==> config.mk <==
export PLATFORM = sky130hd
export DESIGN_NAME = flit_input_fifo
export DESIGN_NICKNAME = d
export VERILOG_FILES = /design/src/rtl/noc_pkg.sv /design/src/rtl/flit_input_fifo_storage.sv /design/src/rtl/flit_input_fifo.sv
export SDC_FILE = /design/constraint.sdc
export NUM_CORES = 1
export LEC_CHECK = 0
export CAP_MARGIN = 20
export CORE_MARGIN = 8
export CORE_UTILIZATION = 60
export DETAILED_ROUTE_END_ITERATION = 10
export DONT_BUFFER_PORTS = 1
export PLACE_DENSITY = 0.76
export SYNTH_ARGS = -nofsm -noshare
export SYNTH_HDL_FRONTEND = slang
export SYNTH_SLANG_ARGS = --single-unit
==> constraint.sdc <==
create_clock -name clk -period 5.8 [get_ports clk]
set_clock_uncertainty 0.05 [all_clocks]
set_input_delay 1.45 -clock clk [delete_from_list [all_inputs] [get_ports clk]]
set_output_delay 1.45 -clock clk [all_outputs]
set_load 0.005 [all_outputs]
==> src/rtl/noc_pkg.sv <==
`default_nettype none
// ============================================================================
// noc_pkg: types and default sizes shared by the router input-port logic.
// Revision: 1.0
// ============================================================================
package noc_pkg;

  localparam int unsigned c_DEFAULT_DATA_WIDTH = 32;
  localparam int unsigned c_DEFAULT_DEPTH      = 4;

  typedef logic [c_DEFAULT_DATA_WIDTH-1:0] flit_t;

  typedef enum logic [0:0] {
    CTS_IDLE = 1'b0,
    CTS_ACK  = 1'b1
  } cts_state_t;

endpackage
`default_nettype wire

==> src/rtl/flit_input_fifo_storage.sv <==
`default_nettype none
// ============================================================================
// fifo_storage: register-array FIFO with wrapping pointers and an occupancy
// count; the head entry is read combinationally.
// Revision: 1.0
// ============================================================================
module fifo_storage
  import noc_pkg::*;
#(
  parameter int unsigned DATA_WIDTH = c_DEFAULT_DATA_WIDTH,
  parameter int unsigned DEPTH      = c_DEFAULT_DEPTH,
  localparam int unsigned PTR_W     = $clog2(DEPTH)
) (
  input  logic                  clk,
  input  logic                  rst,
  input  logic                  wr_en,
  input  logic [DATA_WIDTH-1:0] wr_data,
  input  logic                  rd_en,
  output logic [DATA_WIDTH-1:0] rd_data,
  output logic                  empty,
  output logic                  full,
  output logic [PTR_W:0]        count
);

  localparam logic [PTR_W:0] c_FULL_CNT = (PTR_W+1)'(DEPTH);

  logic [DATA_WIDTH-1:0] r_mem [DEPTH];
  logic [PTR_W-1:0]      r_wr_ptr;
  logic [PTR_W-1:0]      r_rd_ptr;
  logic [PTR_W:0]        r_count;
  logic                  w_rd_fire;

  // A pop against an empty FIFO is dropped entirely.
  assign w_rd_fire = rd_en && (r_count != '0);

  always_ff @(posedge clk) begin
    if (wr_en) begin
      r_mem[r_wr_ptr] <= wr_data;
    end
  end

  always_ff @(posedge clk) begin
    if (rst) begin
      r_wr_ptr <= '0;
      r_rd_ptr <= '0;
      r_count  <= '0;
    end else begin
      if (wr_en) begin
        r_wr_ptr <= r_wr_ptr + 1'b1;
      end
      if (w_rd_fire) begin
        r_rd_ptr <= r_rd_ptr + 1'b1;
      end
      case ({wr_en, w_rd_fire})
        2'b10:   r_count <= r_count + 1'b1;
        2'b01:   r_count <= r_count - 1'b1;
        default: r_count <= r_count;
      endcase
    end
  end

  assign rd_data = r_mem[r_rd_ptr];
  assign empty   = (r_count == '0);
  assign full    = (r_count == c_FULL_CNT);
  assign count   = r_count;

endmodule
`default_nettype wire

==> src/rtl/flit_input_fifo.sv <==
`default_nettype none
// ============================================================================
// flit_input_fifo: downstream side of the RTS/CTS link; buffers each offered
// flit and answers it with a single-cycle CTS.
// Revision: 1.0
// ============================================================================
module flit_input_fifo
  import noc_pkg::*;
#(
  parameter int unsigned DATA_WIDTH = c_DEFAULT_DATA_WIDTH,
  parameter int unsigned DEPTH      = c_DEFAULT_DEPTH,
  localparam int unsigned PTR_W     = $clog2(DEPTH)
) (
  input  logic                  clk,
  input  logic                  rst,
  input  logic [DATA_WIDTH-1:0] RX,
  input  logic                  DRTS,
  output logic                  CTS,
  input  logic                  read_en,
  output logic [DATA_WIDTH-1:0] Data_out,
  output logic                  empty,
  output logic                  full,
  output logic [PTR_W:0]        count
);

  localparam logic [0:0] c_ST_IDLE = CTS_IDLE;
  localparam logic [0:0] c_ST_ACK  = CTS_ACK;

  logic [0:0] r_state;
  logic       w_full;
  logic       w_wr_en;

  // Capture only from IDLE: the ACK cycle still sees the old RTS, which must
  // not be written a second time.
  assign w_wr_en = (r_state == c_ST_IDLE) && DRTS && !w_full;

  always_ff @(posedge clk) begin
    if (rst) begin
      r_state <= c_ST_IDLE;
    end else if (w_wr_en) begin
      r_state <= c_ST_ACK;
    end else begin
      r_state <= c_ST_IDLE;
    end
  end

  assign CTS  = (r_state == c_ST_ACK);
  assign full = w_full;

  fifo_storage #(
    .DATA_WIDTH (DATA_WIDTH),
    .DEPTH      (DEPTH)
  ) u_storage (
    .clk     (clk),
    .rst     (rst),
    .wr_en   (w_wr_en),
    .wr_data (RX),
    .rd_en   (read_en),
    .rd_data (Data_out),
    .empty   (empty),
    .full    (w_full),
    .count   (count)
  );

endmodule
`default_nettype wire
# After elaboration in Yosys (flattened, before gate mapping)
# Memory sizes are Yosys's and may differ from the RTL's. A register that Yosys moved wholly into a read port is not among the register bits.
# Index checks and enable logic that the tools add are counted.
# word_totals
latchBits	0
out_inout_bits	38
n_memories	1
elab_cells	25
ram_bits	128
inputBits	36
rom_bits	0
reg_bits	8
# op_classes
n_shift	0
eq_ne	3
addsub	4
n_reduce_logical	7
bitwise	1
n_mul	0
muxes	5
magnitude_cmp	0
div	0
# memory_table
name	words	word_bits	read_ports	rd_ports_with_merged_regs	wr	line	text
u_storage.r_mem	4	32	1	1	1	flit_input_fifo_storage.sv:27	logic [DATA_WIDTH-1:0] r_mem [DEPTH];
# op_table
op	n
case mux 3 bit (2 select lines)	1
adder 2 x 1 -> 2 bit, second input constant	2
two-way mux 2 bit	2
adder 3 x 1 -> 3 bit, second input constant	1
== test 3 bit, second input constant	1
logical AND 1 bit	3
logical NOT 3 bit	1
nonzero test 3 bit	1
subtractor 3 x 1 -> 3 bit, second input constant	1
== test 2 x 1 -> 1 bit, second input constant	1
== test 2 bit, second input constant	1
two-way mux 1 bit	2
nonzero test 2 bit	1
logical NOT 1 bit	1
inverter 1 bit	1

# Depth between registers and ports, before layout
# logic_depth
ltp_word	5
depth_mapped	9
ltp_nobuf	9

# By module
# A second synthesis with hierarchy kept.
# hier_totals
cells_unflattened	220
hier_area_um2	5149.9
# by_module_without_submodules
module	cells_per_inst	area_each_um2	seq_area_each_um2	n_inst
fifo_storage	217	5107.4	4023.9	1
flit_input_fifo	3	42.5	20.0	1

# Least setup slack after synthesis
# No wires, ideal clock.
# synth_path
path_kind	in2reg
start	in DRTS
end	reg u_storage.r_count[2], in the netlist u_storage.count[2]
stages	8
path_buffers	0
required_ns	5.680
slack_ns	2.855
setup_time_ns	0.070
arrival_ns	2.825
cell_sequence	nor3b_4 -> inv_1 -> ha_1 -> inv_1 -> fa_1 -> xor2_1 -> or3_1 -> a21oi_1
# synth_between
elab_chain_len	4
word_cells_on_any_way	6
classes_between	eq/ne: 2; mux: 1; reduce/logical: 3
# synth_rtl
item	line	text
from (decl)	flit_input_fifo.sv:17	input logic DRTS,
logical AND 1 bit (*) (2 in a row)	flit_input_fifo.sv:35	assign w_wr_en = (r_state == c_ST_IDLE) && DRTS && !w_full;
== test 2 x 1 -> 1 bit or == test 2 bit (tied branches)	flit_input_fifo_storage.sv:54	case ({wr_en, w_rd_fire})
case mux 3 bit (2 select lines) or nonzero test 2 bit (tied branches)	n/a	
to (signal assigned)	flit_input_fifo_storage.sv:55	2'b10: r_count <= r_count + 1'b1;
to (signal assigned)	flit_input_fifo_storage.sv:56	2'b01: r_count <= r_count - 1'b1;
to (signal assigned)	flit_input_fifo_storage.sv:57	default: r_count <= r_count;
to (decl)	flit_input_fifo_storage.sv:30	logic [PTR_W:0] r_count;
# Every way passes the cells marked *; elsewhere a longest branch is shown, timed or not.
# A chain may end at the register's enable or synchronous reset.

==> flow_metrics.env <==
export IMPL_drt_iter0_drc=82
export IMPL_detail_route_vias_per_cell=6.02
export IMPL_crit_path_start_kind="register"
export IMPL_htreeDepth=4
export IMPL_worst_setup_hold_path_clk_slew_ps=60
export IMPL_critical_path_required_ps=4300
export IMPL_place_hpwl_um=4740
export IMPL_rsz0062_at_grt="false"
export IMPL_grt_first_pass_wirelength_um=12300
export IMPL_gpl_final_weighted_congestion=0.686
export IMPL_core_area_mm2=0.00826
export IMPL_grt_antenna_before_repair=0
export IMPL_leakage_dissipation_uw=0.00187
export IMPL_final_net_count=276
export IMPL_synth_ff_latch_count=138
export IMPL_drt_antenna_violating_nets=0
export IMPL_final_min_period_over_clock_period=0.615
export IMPL_final_hold_viol_count=0
export IMPL_min_path_type="reg -> reg"
export IMPL_avgRoutedWirePerCell_um=23.2
export IMPL_postLayoutCoreUtil=0.709
export IMPL_report_final_slew_viol_count=0
export IMPL_totalNegativeSetupSlack_ps=0
export IMPL_warnings_synthesis=0
export IMPL_drt_drc_violations_left=0
export IMPL_endpoints_failing_setup=0
export IMPL_post_cts_buffers=0
export IMPL_first_global_vias=2249
export IMPL_first_pass_iters=4
export IMPL_fraction_of_final_layout_cells_with_drive_strength_greater_than_1=0.293
export IMPL_crit_path_end_kind="output port"
export IMPL_crit_fanout=27
export IMPL_rows=33
export IMPL_slew_headroom=0.405
export IMPL_grt_util_all_layers=0.145
export IMPL_max_clock_path_buffers=2
export IMPL_synthTopCellsByArea="sky130_fd_sc_hd__edfxtp_1, sky130_fd_sc_hd__mux4_2, sky130_fd_sc_hd__dfxtp_1"
export IMPL_cts_made_buffers=17
export IMPL_die_width_um=109
export IMPL_area_growth_synth_to_final_pct=13.8
export IMPL_synthCells=222
export IMPL_mappedNetlistArea_mm2=0.00515
export IMPL_run_status="complete, no violations"
export IMPL_yosysTopAreaCell="sky130_fd_sc_hd__edfxtp_1"
export IMPL_die_height_um=109
export IMPL_die_area_mm2=0.0118
export IMPL_synth_cell_types=23
export IMPL_io_pins=74
export IMPL_post_route_wl_um=8160
export IMPL_n_fill_cell=496
export IMPL_timing_final_crit_period_ps=3570
export IMPL_clkSinkCount=138
export IMPL_proportion_of_synthesized_chip_area_in_sequential_cells=0.786
export IMPL_cts_hold_buffers=0
export IMPL_floorplan_initialDensity=0.623
export IMPL_critPathKind="reg -> out"
export IMPL_tightestPinTransition_ps=893
export IMPL_insertion_delay_ps=500
export IMPL_synth_top_area_share=0.747
export IMPL_fmax_ghz=0.280
export IMPL_max_cap_viols=0
export IMPL_pwr_density_cell_mw_per_mm2=481
export IMPL_postCtsResizedCells=0
export IMPL_cts_root_buf="sky130_fd_sc_hd__clkbuf_8"
export IMPL_cts_tree="built"
export IMPL_ir_worst_vdd_mv=0.318
export IMPL_portBuffers=0
export IMPL_global_route_overflow_total=0
export IMPL_maximum_number_of_pins_on_one_net_before_global_route_repair=33
export IMPL_routed_via_count=2112
export IMPL_crit_path_arrival_time_ps=2070
export IMPL_mappedNetlistNets=264
export IMPL_syn_mean_instance_area_um2=23.2
export IMPL_diodes_inserted=0
[state kept, by name, summed over array words and instances, names as in the netlist, named ones only]
name	cells
CTS	1
u_storage.r_rd_ptr	2
u_storage.r_wr_ptr	2
u_storage.count	3
u_storage.r_mem	128
[where the power goes]
group	switching (uW)	internal, uW	leakage (uW)
combinational	212	210	0.000316
clock	391	744	0.000298
sequential	61.9	1200	0.00125
[routing by layer]
metal | up-vias | share of wire | wire length [um] | GRT usage
li1 | 935 | - | - | -
met1 | 1092 | 0.38 | 3070 | 0.159
met2 | 75 | 0.53 | 4290 | 0.243
met3 | 10 | 0.085 | 690 | 0.0596
met4 | 0 | 0.014 | 113 | 0.0655
met5 | - | 0 | 0 | 0
[cell type report]
cell class / instances / area [um^2] / share of cell area
repair buffers: 1 / 7.51 / 0.00128
multi-input cells: 69 / 1010 / 0.173
inverters: 7 / 26.3 / 0.00449
flip-flops and latches: 138 / 4050 / 0.691
well taps: 105 / 131 / 0.0224
clock inverters: 13 / 216 / 0.0370
clock buffers: 18 / 418 / 0.0713
[cell families (layout without fill, tap and decap cells)]
kind of cell    Yosys count  in the layout  synth area share
simple gates             20             20            0.0243
compound gates            6              6           0.00632
mux                      34             34             0.145
flops                   138            138             0.786
buf+inv                  15             39            0.0175
xor+xnor                  3              3           0.00511
fa+ha+maj                 6              6            0.0160
[synth_stat cells (all sizes together)]
library cell and n:
edfxtp 128, mux4 32, dfxtp 10, nor2 8, buf 7, inv 7
ha 5, and2 4, a21oi 3, xor2 3, nand2b 2, nor3b 2
o21ai 2, or3 2, clkbuf 1, fa 1, mux2 1, mux2i 1
nand2 1, nor3 1, o31ai 1
[path summary, 6_finish.rpt]
| check | startpoint | cells after the start | slack (ps) | end |
|---|---|---|---|---|
| max | register | 2 | 2230 | Data_out[26] |
| min | u_storage.r_rd_ptr[1] | 2 | 430 | register |
| max reg2reg | u_storage.count[2] | 9 | 3470 | u_storage.count[2] |
| min reg2reg | u_storage.r_rd_ptr[1] | 2 | 430 | register |
[worst max-delay path: stages (launching register included)]
cell and delay (ps):
sky130_fd_sc_hd__dfxtp_2 440, sky130_fd_sc_hd__buf_4 490, sky130_fd_sc_hd__mux4_2 610
[layout by cell type, fill, tap and decap left out, types with 4 or more instances in the layout]
cell type	n
sky130_fd_sc_hd__nor2_1	8
sky130_fd_sc_hd__edfxtp_1	128
sky130_fd_sc_hd__clkbuf_16	16
sky130_fd_sc_hd__bufinv_16	5
sky130_fd_sc_hd__and2_2	4
sky130_fd_sc_hd__inv_1	7
sky130_fd_sc_hd__mux4_2	32
sky130_fd_sc_hd__ha_1	5
sky130_fd_sc_hd__dfxtp_1	8
[stage by stage]
stage | power [uW] | std cells | hold WS, ps | cell area, um^2 | setup slack [ps]
after floorplan | 1650 | 222 | 409 | 5150 | 2860
after global placement | 1710 | 320 | 407 | 5220 | 2700
after CTS | 2850 | 351 | 438 | 5860 | 2150
after detailed placement | 1720 | 320 | 421 | 5220 | 2690
after global routing | 2920 | 351 | 455 | 5860 | 2070
final | 2820 | 351 | 434 | 5860 | 2230
Note: power is estimated with default switching activity, not from simulation.
